--- src/rtl/instr_fetch.sv ---
// -----------------------------------------------------------------------------
// instr_fetch
//
// Fetch stage sitting directly upstream of the program counter. It reads
// variable-length instructions (1-3 bytes) from byte-wide program memory at
// the current pc. It hands each complete instruction to the decoder over a
// valid/ready handshake. It also computes the value the program counter loads
// on every clock edge: hold, sequential advance, branch target or reset vector.
//
// Instruction length comes from opcode[7:6]: 00->1, 01->2, 10->3, 11->1.
//
// Ports:
//   clk            in   system clock, all state on posedge
//   reset          in   synchronous, active-high reset
//   pc             in   current program_counter value
//   next_pc        out  value program_counter loads on the next edge
//   mem_addr       out  program memory byte address (pc + byte index, wraps)
//   mem_rd         out  read request, held stable until mem_ready
//   mem_rdata      in   read data, valid when mem_ready=1
//   mem_ready      in   read completes this cycle
//   branch_taken   in   redirect request from execute (single-cycle pulse)
//   branch_target  in   redirect address
//   instr_valid    out  instruction bundle valid
//   instr_ready    in   decoder accepts the bundle
//   instr_opcode   out  byte 0
//   instr_op1      out  byte 1 (0 if absent)
//   instr_op2      out  byte 2 (0 if absent)
//   instr_len      out  instruction length 1..3 (0 out of reset)
//   instr_pc       out  address of byte 0
// -----------------------------------------------------------------------------
module instr_fetch #(
    parameter int unsigned        ADDR_W       = 16,
    parameter logic [ADDR_W-1:0]  RESET_VECTOR = '0
) (
    input  logic              clk,
    input  logic              reset,
    input  logic [ADDR_W-1:0] pc,
    output logic [ADDR_W-1:0] next_pc,
    output logic [ADDR_W-1:0] mem_addr,
    output logic              mem_rd,
    input  logic [7:0]        mem_rdata,
    input  logic              mem_ready,
    input  logic              branch_taken,
    input  logic [ADDR_W-1:0] branch_target,
    output logic              instr_valid,
    input  logic              instr_ready,
    output logic [7:0]        instr_opcode,
    output logic [7:0]        instr_op1,
    output logic [7:0]        instr_op2,
    output logic [1:0]        instr_len,
    output logic [ADDR_W-1:0] instr_pc
);

    typedef enum logic [2:0] {
        BOOT,
        FETCH_OP,
        FETCH_B1,
        FETCH_B2,
        ISSUE
    } state_t;

    state_t            state_q, state_d;
    logic [7:0]        opcode_q, opcode_d;
    logic [7:0]        op1_q, op1_d;
    logic [7:0]        op2_q, op2_d;
    logic [1:0]        len_q, len_d;
    logic [ADDR_W-1:0] ipc_q, ipc_d;
    logic [1:0]        byte_idx;

    function automatic logic [1:0] decode_len(input logic [7:0] opcode);
        case (opcode[7:6])
            2'b01:   decode_len = 2'd2;
            2'b10:   decode_len = 2'd3;
            default: decode_len = 2'd1;
        endcase
    endfunction

    // -------------------------------------------------------------------------
    // State and bundle registers
    // -------------------------------------------------------------------------
    // NOTE: sequential state uses non-blocking assignments so every flop samples
    // the pre-edge values, independent of statement order.
    always_ff @(posedge clk) begin
        if (reset) begin
            // NOTE: the bundle registers are cleared on reset because they drive
            // outputs directly and must read 0 before the first fetch.
            state_q  <= BOOT;
            opcode_q <= '0;
            op1_q    <= '0;
            op2_q    <= '0;
            len_q    <= '0;
            ipc_q    <= '0;
        end else begin
            state_q  <= state_d;
            opcode_q <= opcode_d;
            op1_q    <= op1_d;
            op2_q    <= op2_d;
            len_q    <= len_d;
            ipc_q    <= ipc_d;
        end
    end

    // -------------------------------------------------------------------------
    // Next-state and bundle capture
    // -------------------------------------------------------------------------
    always_comb begin
        // NOTE: every variable gets a hold default first so no path can
        // infer a latch.
        state_d  = state_q;
        opcode_d = opcode_q;
        op1_d    = op1_q;
        op2_d    = op2_q;
        len_d    = len_q;
        ipc_d    = ipc_q;

        // A redirect wins over any in-flight read or pending issue. The
        // partial bundle is simply abandoned and overwritten by the next fetch.
        if (branch_taken && state_q != BOOT) begin
            state_d = FETCH_OP;
        end else begin
            case (state_q)
                BOOT: state_d = FETCH_OP;
                FETCH_OP: begin
                    if (mem_ready) begin
                        opcode_d = mem_rdata;
                        ipc_d    = pc;
                        op1_d    = '0;
                        op2_d    = '0;
                        len_d    = decode_len(mem_rdata);
                        state_d  = (decode_len(mem_rdata) == 2'd1) ? ISSUE : FETCH_B1;
                    end
                end
                FETCH_B1: begin
                    if (mem_ready) begin
                        op1_d   = mem_rdata;
                        state_d = (len_q == 2'd2) ? ISSUE : FETCH_B2;
                    end
                end
                FETCH_B2: begin
                    if (mem_ready) begin
                        op2_d   = mem_rdata;
                        state_d = ISSUE;
                    end
                end
                ISSUE: begin
                    if (instr_ready) state_d = FETCH_OP;
                end
                default: state_d = BOOT;
            endcase
        end
    end

    // -------------------------------------------------------------------------
    // Outputs
    // -------------------------------------------------------------------------
    always_comb begin
        mem_rd      = 1'b0;
        byte_idx    = 2'd0;
        instr_valid = 1'b0;
        next_pc     = pc;

        case (state_q)
            FETCH_OP: mem_rd = 1'b1;
            FETCH_B1: begin
                mem_rd   = 1'b1;
                byte_idx = 2'd1;
            end
            FETCH_B2: begin
                mem_rd   = 1'b1;
                byte_idx = 2'd2;
            end
            // Suppressed during a redirect so no handshake can complete.
            ISSUE:    instr_valid = !branch_taken;
            default:  ;
        endcase

        // BOOT forces the program counter onto the reset vector whatever its
        // own reset value was.
        if (state_q == BOOT) begin
            next_pc = RESET_VECTOR;
        end else if (branch_taken) begin
            next_pc = branch_target;
        end else if (instr_valid && instr_ready) begin
            next_pc = pc + ADDR_W'(len_q);
        end

        // Reset aborts combinationally, before the state register catches up.
        if (reset) begin
            mem_rd      = 1'b0;
            instr_valid = 1'b0;
            next_pc     = RESET_VECTOR;
        end
    end

    // Operand bytes sit at consecutive addresses, wrapping modulo 2^ADDR_W.
    assign mem_addr     = pc + ADDR_W'(byte_idx);

    assign instr_opcode = opcode_q;
    assign instr_op1    = op1_q;
    assign instr_op2    = op2_q;
    assign instr_len    = len_q;
    assign instr_pc     = ipc_q;

endmodule

--- config.mk ---
export PLATFORM = sky130hd
export DESIGN_NAME = instr_fetch
export DESIGN_NICKNAME = d
export VERILOG_FILES = /design/src/rtl/instr_fetch.sv
export SDC_FILE = /design/constraint.sdc
export NUM_CORES = 1
export LEC_CHECK = 0
export CORE_ASPECT_RATIO = 1.4
export CORE_MARGIN = 5
export CORE_UTILIZATION = 38
export CTS_CLUSTER_DIAMETER = 100
export DETAILED_ROUTE_END_ITERATION = 10
export PLACE_DENSITY = 0.74
export SYNTH_ARGS = -nofsm -noshare
export SYNTH_HDL_FRONTEND = slang
export SYNTH_SLANG_ARGS = --single-unit
--- constraint.sdc ---
create_clock -name clk -period 3.75 [get_ports clk]
set_clock_uncertainty 0.05 [all_clocks]
set_input_delay 1.125 -clock clk [delete_from_list [all_inputs] [get_ports clk]]
set_output_delay 1.125 -clock clk [all_outputs]
set_load 0.03 [all_outputs]
==> impl_metrics.csv, run 1 <==
group,metric,value,unit
global_routing,grt_max_degree,45,
detailed_routing,drt-total-wl,9630,microns
die,core,6940,sq um
setup_path,slowest_delay,0.36,ns
detailed_routing,ant_nets,0,
detailed_routing,dr.pass1.iters,4,
worst_hold_path,holdCritPathClass,"flop to flop",
die,io-pin-count,121,
global_routing,met2_usage,38.3,%
timing,rsz0062_at_grt,"yes",
synthesis,synth_fp_nets,412,
clock_network,hold_buffers,0,
clock_network,ctsLongestPathBuffers,2,
placed_design,dp.final_hpwl,7330,microns
pwr,power.internal,0.000783,W
finish,drive_gt1_share,30.2,%
setup_path,crit_type,"primary input to output pin",
setup_path,crit_fanout,4,
clock_network,cts.sinks,45,
pwr,clockPowerShare,25.4,%
synthesis,synth.distinct_cells,45,
die,initial_core_util,38.9,%
synthesis,yosysTopAreaCell,"dfxtp_1",
placed_design,portBuffers,120,
die,rows,36,
pwr,switching_share,32.8,%
clock_network,clk_latency,0.30,ns
placed_design,gp_congestion,0.861,
pwr,combPwrFrac,31.9,%
global_routing,use_met1,25.7,%
setup_path,crit_required,2.57,ns
worst_hold_path,worstHoldStart,"instr_op2[5]$_SDFFE_PP0P_",
global_routing,grt_pass1_vias,3134,
setup_path,r2r_start,"state_q[0]$_SDFFE_PP0P_",
synthesis,avgSynthCellArea,7.50,sq um
timing,setup_violations,12,
timing,drv_slew,0,
synthesis,synth_edf_count,0,
timing,fin_ws,-0.175,ns
setup_path,cp_slowest_cell,"fa_2",
synthesis,async_flop_share,0,%
job,drv_cap,0,
pwr,peakVddDrop,0.000265,V
global_routing,grt-ovfl-total,0,
die,fp.dieW,81.3,microns
setup_path,startpoint_type,"primary input",
pwr,power_density,247,nW/um^2
setup_path,cp-startpoint,"pc[0]",
synthesis,netlist.area_leader.share,33.3,%
global_routing,grt_use_total,21.8,%
global_routing,grt.busiest_layer,"met2",
clock_network,path_clk_slew,0.09,ns
synthesis,ys_seq_elements,45,
detailed_routing,vias,3045,
synthesis,ys_seq_area_share,33.3,%
clock_network,numCtsBuffers,5,
outcome,status,"complete, but fails checks",
finish,nNetsFinal,558,
pwr,switchingPower,0.000383,W
pwr,finalPower,0.00117,W
die,chipHeight,110,microns
timing,hold_viol,0,
global_routing,antenna_found_initial,1,
detailed_routing,detail_route.iter0.violations,222,
timing,final.period_utilization,105,%
setup_path,arrival,2.75,ns
timing,period_needed,3.93,ns
synthesis,ys_top_cells_by_area,"dfxtp_1 33%, nand2_1 10%, a21oi_1 9.6%",
die,dieArea,8920,sq um
setup_path,endpoint_kind,"output pin",
synthesis,synthCells,360,
detailed_routing,drc,0,
clock_network,cts_tree,"built",
pwr,power.leakage,1.76,nW
clock_network,cts_root_buffer,"clkbuf_8",
synthesis,ys.flop_type,"dfxtp_1",
outcome,violations,"negative setup slack",
detailed_routing,viasPerCell,5.06,
timing,hold-worst-slack,0.403,ns
timing,timing.fmax,0.255,GHz
setup_path,crit_chain,"buf_12, ha_4, fa_2, nand4_1, or2_4, nor2_4, xnor2_2, a211oi_4, buf_6",
clock_network,cts_max_level,2,
global_routing,use_met3,4.51,%
detailed_routing,wl_per_cell,16.0,microns
timing,max_slew_margin,41.2,%
pwr,p_seq_share,42.7,%
global_routing,grt_pass1_wl,15300,microns
synthesis,synth.cell_area,2700,sq um
timing,worst_pin_slew,0.882,ns
finish,syn2layout_area_growth,75.0,%
synthesis,ys_warn_count,0,
## flip-flops by register name, indices dropped and copies added (netlist names)
name and flops:
instr_opcode 8, instr_op1 8, instr_op2 8, instr_pc 16, state_q 3, instr_len 2
## cells in the mapped netlist, types with 2 or more instances
master     n
nand2_1   75
a21oi_1   52
dfxtp_1   45
nand3_1   28
clkbuf_1  24
nor2_1    22
xnor2_1   15
xor2_1    14
o21ai_0   11
buf_2      8
inv_1      7
nand4_1    6
ha_1       5
a211oi_2   3
nor2b_1    3
nor3_1     3
or2_1      3
a211oi_1   2
a311oi_1   2
fa_1       2
nand2b_1   2
nor2_4     2
nor3b_2    2
nor4b_4    2
or3_1      2
## power by group through the flow
stage	Combinational [W]	Clock (W)	Sequential [W]
2_1_floorplan	0.000172	0	0.000526
3_3_place_gp	0.000346	0	0.000509
3_5_place_dp	0.000350	0	0.000509
4_1_cts	0.000364	0.000304	0.000498
5_1_grt	0.000397	0.000319	0.000500
6_report	0.000372	0.000296	0.000498
## cells by family (layout without fill, tap and decap cells)
family | Yosys count | after routing | synth area share (%)
adders and majority gates | 7 | 7 | 3.80
and+or+nand+nor | 161 | 161 | 30.5
muxes | 1 | 1 | 0.371
other | 0 | 1 | 0
xor gates and xnor gates | 29 | 29 | 9.40
AOI/OAI and AO/OA | 77 | 77 | 16.4
DFF | 45 | 45 | 33.3
buffers and inverters | 40 | 186 | 6.21
## what timing repair did
item | in CTS | in global routing
pin swaps | 31 | 22
setup endpoints to repair | 32 | 20
buffers inserted | 3 | 2
gates resized for setup | 66 | 16
## cells in the final DEF, fill, tap and decap left out, types with 3 or more instances in the layout
cell type	Yosys	layout
nand2_1	75	75
clkdlybuf4s50_1	0	71
buf_4	0	63
a21oi_1	52	45
dfxtp_1	45	45
nand3_1	28	25
buf_6	1	21
nor2_1	22	17
o21ai_0	11	11
a21oi_2	1	8
xor2_1	14	8
dlygate4sd2_1	0	8
xnor2_1	15	7
inv_1	7	6
nand4_1	6	6
xnor2_2	0	6
clkbuf_8	0	5
nor2_2	1	4
nor2_4	2	4
xor2_2	0	4
ha_4	0	4
buf_12	0	4
nor2b_1	3	3
or2_1	3	3
a211oi_4	0	3
clkdlybuf4s15_1	0	3
## metal layers
layer	routed length (microns)	share of wire, %
met3	572	5.9
met5	0	0
met1	3800	39
met4	251	2.6
met2	5000	52
## worst max-delay path, delay by kind of cell
family	cells	cell delay, ns
fa+ha+maj	2	0.52
simple gates	3	0.45
buf+inv	2	0.27
compound gates	1	0.24
xor+xnor	1	0.14
## layout make-up
| type | instances | area [sq um] |
|---|---|---|
| fill | 601 | 2210 |
| multi-input combinational | 275 | 1980 |
| timing repair buffer | 172 | 1620 |
| sequential | 45 | 901 |
| tap | 95 | 119 |
| clock buffer | 5 | 68.8 |
| inverter | 7 | 26.3 |
| clock inverter | 2 | 13.8 |
| antenna | 1 | 2.50 |
## final timing paths
| path | depth (start not counted) | slack (ns) | end |
|---|---|---|---|
| hold reg to reg | 2 | 0.40 | instr_op2[5]$_SDFFE_PP0P_ |
| setup reg to reg | 6 | 1.55 | instr_len[1]$_SDFFE_PP0P_ |
| hold / removal | 2 | 0.40 | instr_op2[5]$_SDFFE_PP0P_ |
| setup / recovery | 9 | -0.18 | next_pc[8] |
## stage by stage
step | utilization [%] | setup slack [ns] | cells | setup TNS (ns) | area, sq um
2_1_floorplan | - | -0.136 | 360 | -0.584 | 2880
3_3_place_gp | 62.8 | -0.673 | 590 | -12.68 | 4350
3_5_place_dp | 62.8 | -0.731 | 590 | -14.21 | 4350
4_1_cts | 66.7 | -0.242 | 599 | -1.72 | 4620
5_1_grt | 68.1 | -0.243 | 602 | -2.35 | 4730
6_report | 68.1 | -0.175 | 602 | -1.32 | 4730
(Power assumes the default switching activity.)
==> run 2: changes to the inputs <==
Settings changed: CTS_CLUSTER_SIZE from default to 12.
==> results of run 2 <==
No change in the layout: final DEF, timing and power equal those of run 1.
==> run 3: changes to the inputs <==
Settings changed: CTS_BUF_LIST from default to sky130_fd_sc_hd__clkbuf_16.
==> impl_metrics.csv, run 3 (synthesis results as in run 1) <==
group,metric,value,unit
outcome,status,"complete, but fails checks",
outcome,violations,"negative setup slack",
setup_path,rr_worst_depth,6,
setup_path,crit_fanout,4,
clock_network,ctsLongestPathBuffers,2,
finish,final_cell_mix,"75 x nand2_1, 71 x clkdlybuf4s50_1, 63 x buf_4, 45 x a21oi_1, 45 x dfxtp_1",
placed_design,dp.final_hpwl,7330,microns
die,core,6940,sq um
placed_design,place_area,4350,sq um
global_routing,grt_pass1_wl,15400,microns
die,rows,36,
clock_network,cts_tree,"built",
timing,max_slew_margin,41.8,%
detailed_routing,drc,0,
clock_network,path_clk_slew,0.07,ns
pwr,power.leakage,1.79,nW
job,drv_cap,0,
placed_design,portBuffers,120,
die,dieArea,8920,sq um
timing,final.period_utilization,105,%
timing,worst_pin_slew,0.873,ns
global_routing,grt_pass1_vias,3138,
timing,fin_ws,-0.175,ns
finish,finalInstanceArea,4780,sq um
detailed_routing,wl_per_cell,16.1,microns
finish,drive_gt1_share,30.2,%
detailed_routing,dr.pass1.iters,4,
clock_network,cts_max_level,2,
worst_hold_path,whs_path_depth,2,
worst_hold_path,worstHoldStart,"instr_op2[5]$_SDFFE_PP0P_",
worst_hold_path,holdCritPathClass,"flop to flop",
setup_path,endpoint_kind,"output pin",
timing,hold_viol,0,
timing,tns,-1.31,ns
die,initial_core_util,38.9,%
global_routing,antenna_found_initial,1,
finish,syn2layout_area_growth,77.1,%
timing,hold-worst-slack,0.399,ns
global_routing,grt_use_total,22.0,%
setup_path,cp-startpoint,"pc[0]",
detailed_routing,ant_nets,0,
clock_network,numCtsBuffers,5,
detailed_routing,viasPerCell,5.05,
die,io-pin-count,121,
finish,nNetsFinal,558,
detailed_routing,drt-total-wl,9700,microns
detailed_routing,detail_route.iter0.violations,191,
timing,setup_violations,12,
pwr,peakVddDrop,0.000298,V
finish,largest_reg_flops,16,
timing,timing.fmax,0.255,GHz
finish,num-fill-cells,591,
pwr,finalPower,0.00130,W
timing,rsz0062_at_grt,"yes",
setup_path,startpoint_type,"primary input",
timing,period_needed,3.93,ns
placed_design,gp_congestion,0.861,
global_routing,grt_max_degree,45,
die,chipHeight,110,microns
global_routing,grt-ovfl-total,0,
timing,drv_slew,0,
detailed_routing,vias,3041,
pwr,power_density,272,nW/um^2
clock_network,cts.sinks,45,
clock_network,clk_latency,0.29,ns
die,fp.dieW,81.3,microns
setup_path,crit_type,"primary input to output pin",
setup_path,crit_required,2.57,ns
setup_path,arrival,2.75,ns
finish,final_common_cell,"nand2_1",
setup_path,r2r_start,"state_q[0]$_SDFFE_PP0P_",
clock_network,cts_root_buffer,"clkbuf_16",
## run 3: path summary, 6_finish.rpt
check	end	slack, ns
worst min register to register	instr_op2[5]$_SDFFE_PP0P_	0.40
worst max-delay path	next_pc[8]	-0.18
worst min-delay path	instr_op2[5]$_SDFFE_PP0P_	0.40
worst max register to register	instr_len[1]$_SDFFE_PP0P_	1.61
## run 3: metal layers
metal	vias to the layer above	wire (microns)	global-route usage (%)
li1	1506	-	-
met2	98	5030	38.5
met1	1417	3790	25.7
met5	-	0	0
met4	0	244	8.09
met3	20	636	5.00
## run 3: through the flow
step,utilization (%),setup WS [ns],instances
CTS,67.5,-0.242,599
floorplan,-,-0.136,360
global route,69.0,-0.243,602
global placement,62.8,-0.673,590
finish,69.0,-0.175,602
detailed placement,62.8,-0.731,590
## run 3: worst max-delay path: stages
cell and delay [ns]:
buf_12 0.11, ha_4 0.16, fa_2 0.36, nand4_1 0.18
or2_4 0.22, nor2_4 0.05, xnor2_2 0.14, a211oi_4 0.24
buf_6 0.16
## run 3: final cells by class
| class | instances | area (sq um) | area share, % |
|---|---|---|---|
| flip-flops and latches | 45 | 901 | 18.8 |
| clock buffers | 5 | 125 | 2.62 |
| clock inverters | 2 | 13.8 | 0.288 |
| inverters | 7 | 26.3 | 0.549 |
| diodes | 1 | 2.50 | 0.0523 |
| well taps | 95 | 119 | 2.48 |
| repair buffers | 172 | 1620 | 33.9 |
| multi-input cells | 275 | 1980 | 41.3 |
## run 3: power breakdown
group / internal, W / switching [W] / leakage [nW]
clock: 0.000244 / 0.000185 / 0.0701
sequential: 0.000489 / 0.00000936 / 0.364
combinational: 0.000165 / 0.000206 / 1.35
total: 0.000899 / 0.000401 / 1.79
## run 3: timing repair
item,CTS,global route
gates resized for setup,66,16
pin swaps,31,22
setup buffers,3,2
hold buffers,0,0
setup endpoints to repair,32,20
